$ cat config.mk
export PLATFORM = sky130hd
export DESIGN_NAME = ex_mem_pipe
export DESIGN_NICKNAME = d
export VERILOG_FILES = /design/src/rtl/ex_mem_pipe.sv
export SDC_FILE = /design/constraint.sdc
export NUM_CORES = 1
export LEC_CHECK = 0
export ABC_AREA = 1
export BUFFER_PORTS_ARGS = -buffer_cell sky130_fd_sc_hd__buf_4
export CAP_MARGIN = 20
export CORE_ASPECT_RATIO = 0.6
export CORE_MARGIN = 2
export CORE_UTILIZATION = 50
export CTS_BUF_LIST = sky130_fd_sc_hd__clkbuf_16
export DETAILED_ROUTE_END_ITERATION = 10
export GPL_TIMING_DRIVEN = 0
export PLACE_DENSITY = 0.84
export SETUP_SLACK_MARGIN = 0.3
export SLEW_MARGIN = 10
export SYNTH_ARGS = -nofsm -noshare
export SYNTH_HDL_FRONTEND = slang
export SYNTH_SLANG_ARGS = --single-unit
$ cat constraint.sdc
create_clock -name clk -period 3.02 [get_ports clk]
set_clock_uncertainty 0.1 [all_clocks]
set_input_delay 0.604 -clock clk [delete_from_list [all_inputs] [get_ports clk]]
set_output_delay 0.604 -clock clk [all_outputs]
set_load 0.1 [all_outputs]
$ cat src/rtl/ex_mem_pipe.sv
// EX/MEM pipeline register with the architectural NZVC flag register and a retired-operation counter.
// Flush squashes the EX operation and wins over stall; reset wins over both.
module ex_mem_pipe #(
  parameter int unsigned DATA_W = 64,
  parameter int unsigned CNT_W  = 32
) (
  input  logic              clk,
  input  logic              reset,
  input  logic              stall,
  input  logic              flush,
  input  logic              ex_valid,
  input  logic [DATA_W-1:0] ex_result,
  input  logic              ex_negative,
  input  logic              ex_zero,
  input  logic              ex_overflow,
  input  logic              ex_carry_out,
  input  logic              ex_set_flags,
  input  logic [DATA_W-1:0] ex_store_data,
  input  logic [4:0]        ex_rd,
  input  logic              ex_reg_write,
  input  logic              ex_mem_read,
  input  logic              ex_mem_write,
  input  logic              ex_mem_to_reg,
  output logic              mem_valid,
  output logic [DATA_W-1:0] mem_result,
  output logic [DATA_W-1:0] mem_store_data,
  output logic [4:0]        mem_rd,
  output logic              mem_reg_write,
  output logic              mem_mem_read,
  output logic              mem_mem_write,
  output logic              mem_mem_to_reg,
  output logic [3:0]        flags_q,
  output logic [3:0]        flags_fwd,
  output logic [CNT_W-1:0]  retire_count
);

  logic              valid_q,      valid_d;
  logic [DATA_W-1:0] result_q,     result_d;
  logic [DATA_W-1:0] store_q,      store_d;
  logic [4:0]        rd_q,         rd_d;
  logic              reg_write_q,  reg_write_d;
  logic              mem_read_q,   mem_read_d;
  logic              mem_write_q,  mem_write_d;
  logic              mem_to_reg_q, mem_to_reg_d;
  logic [3:0]        flag_q,       flag_d;
  logic [CNT_W-1:0]  cnt_q,        cnt_d;

  logic       advance;
  logic [3:0] ex_flags;

  assign advance  = !stall && !flush;
  assign ex_flags = {ex_negative, ex_zero, ex_overflow, ex_carry_out};

  always_comb begin
    valid_d      = valid_q;
    result_d     = result_q;
    store_d      = store_q;
    rd_d         = rd_q;
    reg_write_d  = reg_write_q;
    mem_read_d   = mem_read_q;
    mem_write_d  = mem_write_q;
    mem_to_reg_d = mem_to_reg_q;
    flag_d       = flag_q;
    cnt_d        = cnt_q;
    if (flush) begin
      valid_d      = 1'b0;
      result_d     = '0;
      store_d      = '0;
      rd_d         = '0;
      reg_write_d  = 1'b0;
      mem_read_d   = 1'b0;
      mem_write_d  = 1'b0;
      mem_to_reg_d = 1'b0;
    end else if (advance) begin
      valid_d      = ex_valid;
      result_d     = ex_result;
      store_d      = ex_store_data;
      rd_d         = ex_rd;
      // Control bits of a bubble must never reach MEM, whatever EX drives.
      reg_write_d  = ex_valid && ex_reg_write;
      mem_read_d   = ex_valid && ex_mem_read;
      mem_write_d  = ex_valid && ex_mem_write;
      mem_to_reg_d = ex_valid && ex_mem_to_reg;
      if (ex_valid) begin
        cnt_d = cnt_q + CNT_W'(1);
        if (ex_set_flags) begin
          flag_d = ex_flags;
        end
      end
    end
  end

  always_ff @(posedge clk) begin
    if (reset) begin
      valid_q      <= 1'b0;
      result_q     <= '0;
      store_q      <= '0;
      rd_q         <= '0;
      reg_write_q  <= 1'b0;
      mem_read_q   <= 1'b0;
      mem_write_q  <= 1'b0;
      mem_to_reg_q <= 1'b0;
      flag_q       <= '0;
      cnt_q        <= '0;
    end else begin
      valid_q      <= valid_d;
      result_q     <= result_d;
      store_q      <= store_d;
      rd_q         <= rd_d;
      reg_write_q  <= reg_write_d;
      mem_read_q   <= mem_read_d;
      mem_write_q  <= mem_write_d;
      mem_to_reg_q <= mem_to_reg_d;
      flag_q       <= flag_d;
      cnt_q        <= cnt_d;
    end
  end

  // A branch resolving alongside a flag-setter sees its flags even while stalled.
  always_comb begin
    flags_fwd = flag_q;
    if (ex_valid && ex_set_flags && !flush) begin
      flags_fwd = ex_flags;
    end
  end

  assign mem_valid      = valid_q;
  assign mem_result     = result_q;
  assign mem_store_data = store_q;
  assign mem_rd         = rd_q;
  assign mem_reg_write  = reg_write_q;
  assign mem_mem_read   = mem_read_q;
  assign mem_mem_write  = mem_write_q;
  assign mem_mem_to_reg = mem_to_reg_q;
  assign flags_q        = flag_q;
  assign retire_count   = cnt_q;

endmodule

# Yosys cells after proc, flatten, opt, wreduce, memory -nomap -nowiden
# Cells that the tools add are included.
# W data, S select, Z words.
# word_totals
regBits	174
latch_bits	0
ramBits	0
mem_bits_ro	0
in_bits	147
out_inout_bits	178
wordCells	25
memories	0
# op_classes
add_sub_neg	1
multipliers	0
div_mod_pow	0
magnitude_cmp	0
n_eq_ne	0
n_shift	0
mux	1
n_bitwise	1
reduce_logical	12
# op_table
op	count
$add A32 B1 Y32 const B	1
$logic_and A1 B1 Y1	7
$mux W4	1
$reduce_and A4 Y1	1
$reduce_and A3 Y1	1
$logic_not A1 Y1	2
$reduce_or A2 Y1	1
$not A1 Y1	1

# Logic depth before layout (Yosys ltp)
# Gate-level depths: netlist of run 1.
# logic_depth
word_depth	3
mapped_depth	10
ltp_nobuf	9

# Worst setup path after synthesis of run 1
# OpenSTA, ideal clock, no wires.
# synth_path
kind	flip-flop to output port
startpoint	register flag_q[0] (netlist: flags_q[0])
endpoint	output flags_fwd[0]
arrival_time_ns	3.212
required_time_ns	2.316
setup_slack_ns	-0.896
stages_incl_launch_ff	3
path_buffers	0
path_cell_list	dfxtp_1 -> inv_1 -> o21ai_0
# synth_via
elab_chain_len	1
# synth_rtl
element	line_no	source
from (decl)	45	logic [3:0] flag_q, flag_d;
from (signal assigned)	114	flag_q <= flag_d;
$mux W4	122	if (ex_valid && ex_set_flags && !flush) begin
to (decl)	33	output logic [3:0] flags_fwd,
# Every way passes these cells.

# Worst setup path in the final report of run 1
# layout_path
startpoint	input ex_valid
endpoint	output flags_fwd[1]
# layout_via
elab_chain_len	3
# layout_rtl
element	line_no	source
from (decl)	11	input logic ex_valid,
$logic_and A1 B1 Y1 (2 in a row)	122	
$mux W4	122	
# Every way passes these cells.

==> flow_summary.ini, run 1 <==
[worst_setup_path]
rr_worst_depth = 8
critPathSlowestCell = nor2_1
critPathLaunchType = input pin
path_class = in2out
critPathArrivalTime_ns = 1.81
cp_data_required_time_ns = 2.32
r2r_setup_slack_ns = 1.04
worstReg2RegEnd = retire_count[16]
cp_cell_sequence = buf_4 -> nand2_1 -> nor2_1 -> nand2_1 -> o21ai_2 -> buf_4
max_stage_delay_ns = 0.48
r2r_start = retire_count[0]
critPathMaxFanout = 8
end_kind = primary output

[synth]
synth_cell_type_count = 23
synth_top_cells_by_count = 360 x nand2_1, 174 x dfxtp_1, 156 x a21oi_1
yosysTopAreaCell = dfxtp_1
ys_ff_latch = 174
synth.area.top_cells = dfxtp_1 52%, nand2_1 20%, a21oi_1 12%, nor2_1 4.1%, inv_1 2.3%
yosysSeqAreaShare_pct = 52.2
synthCells = 920
yosysMostFrequentCell = nand2_1
synth_edf_count = 0
synth.avg_cell_area_um2 = 7.25
yosysWarnings = 0
ys.flop_type = dfxtp_1
synthesis.area_um2 = 6670
synth_top_cell_area_share_pct = 52.2
syn-num-nets = 1068
async_reset_ff_share_pct = 0

[power_and_ir_drop]
power.switching_uw = 1520
peakVddDrop_mv = 0.449
seqPwrFrac_pct = 44.3
power.leakage_uw = 0.00424
power_density_nw_per_um2 = 538
switching_share_pct = 28.6
total_power_uw = 5330
p_clk_share_pct = 41.1
intPower_uw = 3800
power.share.combinational_pct = 14.6

[sta]
final_hold_viol_count = 0
tns_ns = 0
setup_viol = 0
fmax_mhz = 397
period_needed_ns = 2.52
slew_headroom_pct = 57.8
rsz0062_at_grt = no
whs_ns = 0.339
timing.final.crit_share_pct = 83.4
worstMarginPinSlew_ns = 0.631
slew_violations = 0

[worst_hold_path]
hold_path_depth = 3
min_from = ex_result[58]
hold_path_class = in2reg
holdPathEnd = mem_result[58]

[floorplan]
initial_core_util_pct = 51.6
row_count = 32
die_h_um = 93.5
dieArea_um2 = 14300
top_level_ports = 325
die_w_um = 153
core_um2 = 12900

[clock_network]
path_clk_slew_ns = 0.07
clk-insertion-delay-late_ns = 0.42
cts.sinks = 174
cts_tree = done
hold_buffers = 0
cts.htree.levels = 4
cts_buffer_depth = 2
cts-root-buf = clkbuf_16
cts_setup_buffers = 0
cts_made_buffers = 17
cts_resized = 0

[layout]
instances_no_fill = 1444
area_growth_pct = 48.6
fin_nets = 1410
diodes = 0
layout-drive-gt1-share_pct = 30.5

[drt]
drt_iter0_markers = 529
drc_errors = 0
viasPerCell = 5.14
vias = 7422
detail-route-antenna-nets = 0
wire_per_inst_um = 15.6
totalWireLength_um = 22500
dr.pass1.iters = 5

[place]
dp.cells = 1413
gp_congestion = 0.972
port-buffer-count = 323
hpwl_um = 17100

[grt]
track_usage_pct = 30.7
grt_pass1_wl_um = 35100
antenna_found_initial = 0
grt_overflow = 0
grt_start_max_net_pins = 17
grt_pass1_vias = 7007

[flow_run]
drv_cap = 0

[status]
outcome = finished, final reports clean
==> layout make-up <==
cell class,count,area [um2]
Buffer,48,211
Clock buffer,17,425
Clock inverter,14,160
Fill cell,1006,3030
Inverter,41,154
Multi-Input combinational cell,657,2830
Sequential cell,174,3480
Tap cell,170,213
Timing Repair Buffer,323,2420
==> worst max-delay path, delay by kind of cell <==
| family | cells | cell delay (ns) |
|---|---|---|
| AOI/OAI and AO/OA | 1 | 0.09 |
| buffers and inverters | 2 | 0.41 |
| and+or+nand+nor | 3 | 0.69 |
==> worst max-delay path by stage <==
stage / end / cells past startpoint / slack (ns) / startpoint
4_1_cts: flags_fwd[3] / 6 / 0.52 / ex_valid
6_report: flags_fwd[1] / 6 / 0.50 / ex_valid
5_1_grt: flags_fwd[1] / 6 / 0.41 / ex_valid
2_1_floorplan: flags_fwd[0] / 2 / 0.35 / flags_q[0]
3_5_place_dp: flags_fwd[3] / 6 / 0.53 / ex_valid
3_3_place_gp: flags_fwd[1] / 6 / 0.57 / ex_valid
==> cells by family (layout without fill, tap and decap cells) <==
kind of cell | count (synthesis) | in the layout | share of synthesized area (%)
XOR/XNOR | 3 | 3 | 0.394
flip-flops | 174 | 174 | 52.2
AND/OR/NAND/NOR | 478 | 478 | 28.5
adder cells (fa/ha/maj) | 1 | 1 | 0.188
AO/OA/AOI/OAI | 175 | 175 | 13.2
buffers and inverters | 89 | 443 | 5.48
==> layout by cell type (no fill, tap or decap), types with 2 or more instances in the layout <==
cell / synthesis / routed
nand2_1: 360 / 360
buf_4: 0 / 323
dfxtp_1: 174 / 174
a21oi_1: 156 / 156
nor2_1: 72 / 72
inv_1: 40 / 41
nand3_1: 28 / 28
buf_2: 25 / 25
clkbuf_1: 21 / 21
clkbuf_16: 0 / 17
o21ai_0: 17 / 13
o21ai_2: 0 / 4
nor2_4: 4 / 4
nand4_1: 4 / 4
clkinvlp_4: 0 / 4
nor3_1: 3 / 3
nor3b_1: 3 / 3
xor2_1: 3 / 3
inv_6: 0 / 3
buf_1: 2 / 2
bufinv_16: 0 / 2
inv_8: 0 / 2
clkinv_4: 0 / 2
==> per-layer routing <==
| layer | vias to the layer above | GRT usage (%) | wire, um |
|---|---|---|---|
| li1 | 3622 | - | - |
| met1 | 3434 | 39.2 | 9360 |
| met2 | 324 | 50.4 | 10700 |
| met3 | 42 | 7.74 | 1940 |
| met4 | 0 | 11.8 | 546 |
| met5 | - | 0 | 0 |
==> per-stage QoR <==
stage               setup WS [ns]  instance area, um2  utilization (%)
floorplan                   0.346                6680                -
global placement            0.570                9320             72.1
detailed placement          0.531                9320             72.1
CTS                         0.525                9910             76.6
global route                0.413                9910             76.6
finish                      0.502                9910             76.6
==> power groups by stage <==
stage               clock network [uW]  logic (uW)  registers [uW]
floorplan                            0         182            2720
finish                            2190         775            2360
CTS                               2210         775            2360
global placement                     0         765            2410
detailed placement                   0         771            2410
global route                      2340         815            2360
Power figures use the tool's default switching activity.
==> run 2: changes to the inputs <==
- CORE_UTILIZATION: 50 -> 46
- PLACE_DENSITY: 0.84 -> 0.78
- clock period: 3.02 -> 2.47 ns (I/O delays scaled with it)
==> run 2 against run 1 <==
  * Register-to-register slack worse by 0.46 ns
  * Combinational power up 24%
  * Clock power up 22%
  * Final cell count up 2.1%
==> flow_summary.ini, run 2 (synthesis gave the netlist of run 1 again) <==
[drt]
vias = 7297
detail-route-antenna-nets = 0
wire_per_inst_um = 15.5
drc_errors = 0
viasPerCell = 4.95
totalWireLength_um = 22800
drt_iter0_markers = 570
dr.pass1.iters = 5

[grt]
grt_start_max_net_pins = 18
track_usage_pct = 28.3
antenna_found_initial = 0
grt_pass1_wl_um = 35300
grt_pass1_vias = 6661
grt_overflow = 0

[worst_setup_path]
critPathSlowestCell = buf_4
critPathLaunchType = input pin
cp_data_required_time_ns = 1.88
end_kind = primary output
critPathArrivalTime_ns = 1.52
cp_cell_sequence = buf_4 -> nand2_1 -> nor2_4 -> nand2_1 -> o21ai_4 -> buf_4
rr_worst_depth = 7
path_class = in2out
critPathMaxFanout = 8
max_stage_delay_ns = 0.30

[clock_network]
clk-insertion-delay-late_ns = 0.41
path_clk_slew_ns = 0.07
cts.sinks = 174
cts_made_buffers = 17
cts-root-buf = clkbuf_16
cts.htree.levels = 4
cts_buffer_depth = 2
cts_tree = done

[layout]
area_growth_pct = 49.9
nFillCells = 1249
final_area_um2 = 10000
post-route-util_pct = 69.7
fin_nets = 1412
layout-drive-gt1-share_pct = 31.2
final_common_cell = nand2_1
final_cell_mix = 360 x nand2_1, 325 x buf_4, 168 x dfxtp_1, 156 x a21oi_1, 71 x nor2_1
instances_no_fill = 1475
diodes = 0

[flow_run]
drv_cap = 0

[place]
dp.cells = 1441
gp_congestion = 0.947
detailed_place.area_um2 = 9400
port-buffer-count = 323
hpwl_um = 17100

[status]
outcome = finished, final reports clean

[sta]
slew_violations = 0
rsz0062_at_grt = no
worstMarginPinSlew_ns = 0.594
period_needed_ns = 2.11
slew_headroom_pct = 60.4
timing.final.crit_share_pct = 85.5
fmax_mhz = 474
setup_viol = 0
final_hold_viol_count = 0
tns_ns = 0

[worst_hold_path]
hold_path_class = in2reg
hold_path_depth = 3

[floorplan]
core_um2 = 14300
row_count = 34
initial_core_util_pct = 46.5
dieArea_um2 = 15500
top_level_ports = 325
die_h_um = 97.3
die_w_um = 159

[power_and_ir_drop]
power_density_nw_per_um2 = 651
peakVddDrop_mv = 0.513
power.leakage_uw = 0.00426
## run 2: cell types whose count changed in the layout (fill, tap and decap cells not counted), sizes merged
cell,delta
inv,+3
bufinv,-1
clkinvlp,-2
clkinv,+1
buf,+2
## run 2: power by group
| part | switching [uW] | internal, uW | leakage (uW) |
|---|---|---|---|
| registers | 29.4 | 2860 | 0.00141 |
| logic | 669 | 288 | 0.00257 |
| clock network | 1230 | 1440 | 0.000284 |
| total | 1930 | 4580 | 0.00426 |
## run 2: worst paths after layout
path                      from                 end  slack, ns
min          ex_store_data[34]  mem_store_data[34]       0.24
min reg2reg     mem_result[40]      mem_result[40]       0.36
max reg2reg    retire_count[4]    retire_count[16]       0.58
max                   ex_valid        flags_fwd[1]       0.36
## run 2: metrics by stage
stage / setup WS, ns / hold slack, ns / total power, uW
floorplan: 0.305 / 0.538 / 3550
global placement: 0.154 / 0.348 / 3890
detailed placement: 0.161 / 0.353 / 3900
CTS: 0.354 / 0.229 / 6530
global route: 0.326 / 0.228 / 6730
finish: 0.359 / 0.236 / 6510
## run 2: critical path: cells and delay by family
kind	cells	cell delay (ns)
buf+inv	2	0.41
simple gates	3	0.52
compound gates	1	0.08
## run 2: area by class of cell
cell class                 instances  area (um2)  share of cell area, %
inverter                          41         154                   1.54
tap                              198         248                   2.48
multi-input combinational        657        2870                   28.7
sequential                       174        3490                   34.9
clock inverter                    15         155                   1.55
clock buffer                      17         425                   4.26
timing repair buffer             325        2440                   24.4
buffer                            48         211                   2.12
## run 2: repair_timing
action | 4_1_cts | 5_1_grt
hold buffers | 0 | 0
endpoints found under the setup margin | 4 | 4
resized for setup | 1 | 0
pin swaps | 0 | 1
buffers inserted | 0 | 2
## run 2: layer usage
layer,share of wire [%],track usage (%)
met4,1.6,6.43
met1,46,38.7
met2,45,45.4
met3,7.5,6.96
met5,0,0
==> run 3: changes to the inputs <==
- CELL_PAD_IN_SITES_DETAIL_PLACEMENT: default -> 1
- CELL_PAD_IN_SITES_GLOBAL_PLACEMENT: default -> 2
- CORE_UTILIZATION: 46 -> 24
- PLACE_DENSITY: 0.78 -> 0.79
- SLEW_MARGIN: 10 -> 40
==> run 3 against run 2 <==
  * Sequential power about the same
  * Die area up 88%
  * Worst hold slack worse by 0.027 ns
  * Global-route usage down 9.2 points
  * Clock power up 10%
  * Cell area up 2.7%
  * Power up 4.3%
  * Sequential cell count unchanged
==> flow_summary.ini, run 3 (synthesis gave the netlist of run 1 again) <==
[worst_hold_path]
hold_path_class = in2reg

[sta]
final_hold_viol_count = 0
slew_violations = 0
slew_headroom_pct = 58.0
tns_ns = 0
period_needed_ns = 2.03
fmax_mhz = 492
finalWorstSetupSlack_ns = 0.436
timing.final.crit_share_pct = 82.3
setup_viol = 0
worstMarginPinSlew_ns = 0.630
rsz0062_at_grt = no

[place]
hpwl_um = 21800
gp_congestion = 0.815
dp_slack_ns = 0.0940
dp.cells = 1610
port-buffer-count = 323
detailed_place.area_um2 = 9610

[worst_setup_path]
path_class = in2out
critPathArrivalTime_ns = 1.44
critPathMaxFanout = 8
end_kind = primary output
max_stage_delay_ns = 0.30
critPathSlowestCell = buf_4
critPathLaunchType = input pin
cp_cell_sequence = buf_4 -> nand2_1 -> nor2_4 -> nand2_1 -> o21ai_4 -> buf_4
cp_data_required_time_ns = 1.88

[drt]
drt_iter0_markers = 388
totalWireLength_um = 28200
dr.pass1.iters = 5
vias = 7230
detail-route-antenna-nets = 0
wire_per_inst_um = 17.1
drc_errors = 0
viasPerCell = 4.39

[floorplan]
dieArea_um2 = 29200
row_count = 47
die_w_um = 219
top_level_ports = 325
core_um2 = 27500
initial_core_util_pct = 24.3
die_h_um = 133

[layout]
post-route-util_pct = 37.4
nFillCells = 3382
area_growth_pct = 54.0
final_common_cell = nand2_1
diodes = 0
final_area_um2 = 10300
final_cell_mix = 360 x nand2_1, 327 x buf_4, 168 x dfxtp_1, 156 x a21oi_1, 70 x nor2_1
layout-drive-gt1-share_pct = 31.4
fin_nets = 1414
instances_no_fill = 1646

[grt]
grt_overflow = 0
grt_pass1_wl_um = 42200
grt_pass1_vias = 7159
track_usage_pct = 19.1
grt_start_max_net_pins = 17
antenna_found_initial = 0

[clock_network]
cts.htree.levels = 4
cts.sinks = 174
cts_made_buffers = 17
hold_buffers = 0
cts_buffer_depth = 2
cts-root-buf = clkbuf_16
path_clk_slew_ns = 0.07
clk-insertion-delay-late_ns = 0.44
cts_tree = done

[power_and_ir_drop]
peakVddDrop_mv = 0.334
power_density_nw_per_um2 = 662
power.leakage_uw = 0.00429

[flow_run]
drv_cap = 0

[status]
outcome = finished, final reports clean
run 3: cell count changes in the layout (fill, tap and decap cells not counted), sizes merged:
| cell | previous run | this run |
|---|---|---|
| buf | 352 | 354 |
| bufinv | 1 | 4 |
| clkinv | 4 | 6 |
| inv | 49 | 44 |
run 3: through the flow:
step	hold WS (ns)	power (uW)
after floorplan	0.538	3550
after global placement	0.348	3920
after detailed placement	0.355	3920
after CTS	0.182	6890
after global routing	0.185	7070
final	0.208	6790
run 3: metal layers:
metal / global-route usage [%] / up-vias / wire [um]
met5: 0 / - / 0
met4: 5.48 / 0 / 448
met3: 6.26 / 24 / 2200
met2: 28.8 / 203 / 12400
met1: 26.0 / 3391 / 13100
li1: - / 3612 / -
run 3: worst paths after layout:
path	cells past startpoint	slack (ns)	to	from
setup reg to reg	8	0.59	retire_count[18]	retire_count[1]
hold / removal	3	0.21	mem_result[24]	ex_result[24]
setup / recovery	6	0.44	flags_fwd[3]	ex_valid
hold reg to reg	2	0.36	mem_store_data[63]	mem_store_data[63]
run 3: worst max-delay path: cells and delay by family:
| family | cells | cell delay (ns) |
|---|---|---|
| compound gates | 1 | 0.07 |
| simple gates | 3 | 0.45 |
| buf+inv | 2 | 0.41 |
run 3: what timing repair did:
item                       in CTS  in global routing
resized for setup               1                  1
setup endpoints to repair       4                  1
pin swaps                       1                  0
buffers inserted                4                  0
run 3: power breakdown:
group | internal, uW | leakage (uW) | switching, uW
clock network | 1690 | 0.000306 | 1240
logic | 290 | 0.00258 | 679
registers | 2860 | 0.00141 | 30.5
run 3: final cells by class:
type                       instances  area (um2)  share of cell area, %
clock buffer                      17         425                   4.14
multi-input combinational        657        2870                   28.0
sequential                       174        3490                   34.0
tap                              367         459                   4.47
inverter                          41         154                   1.50
timing repair buffer             327        2450                   23.9
clock inverter                    15         196                   1.91
buffer                            48         211                   2.06
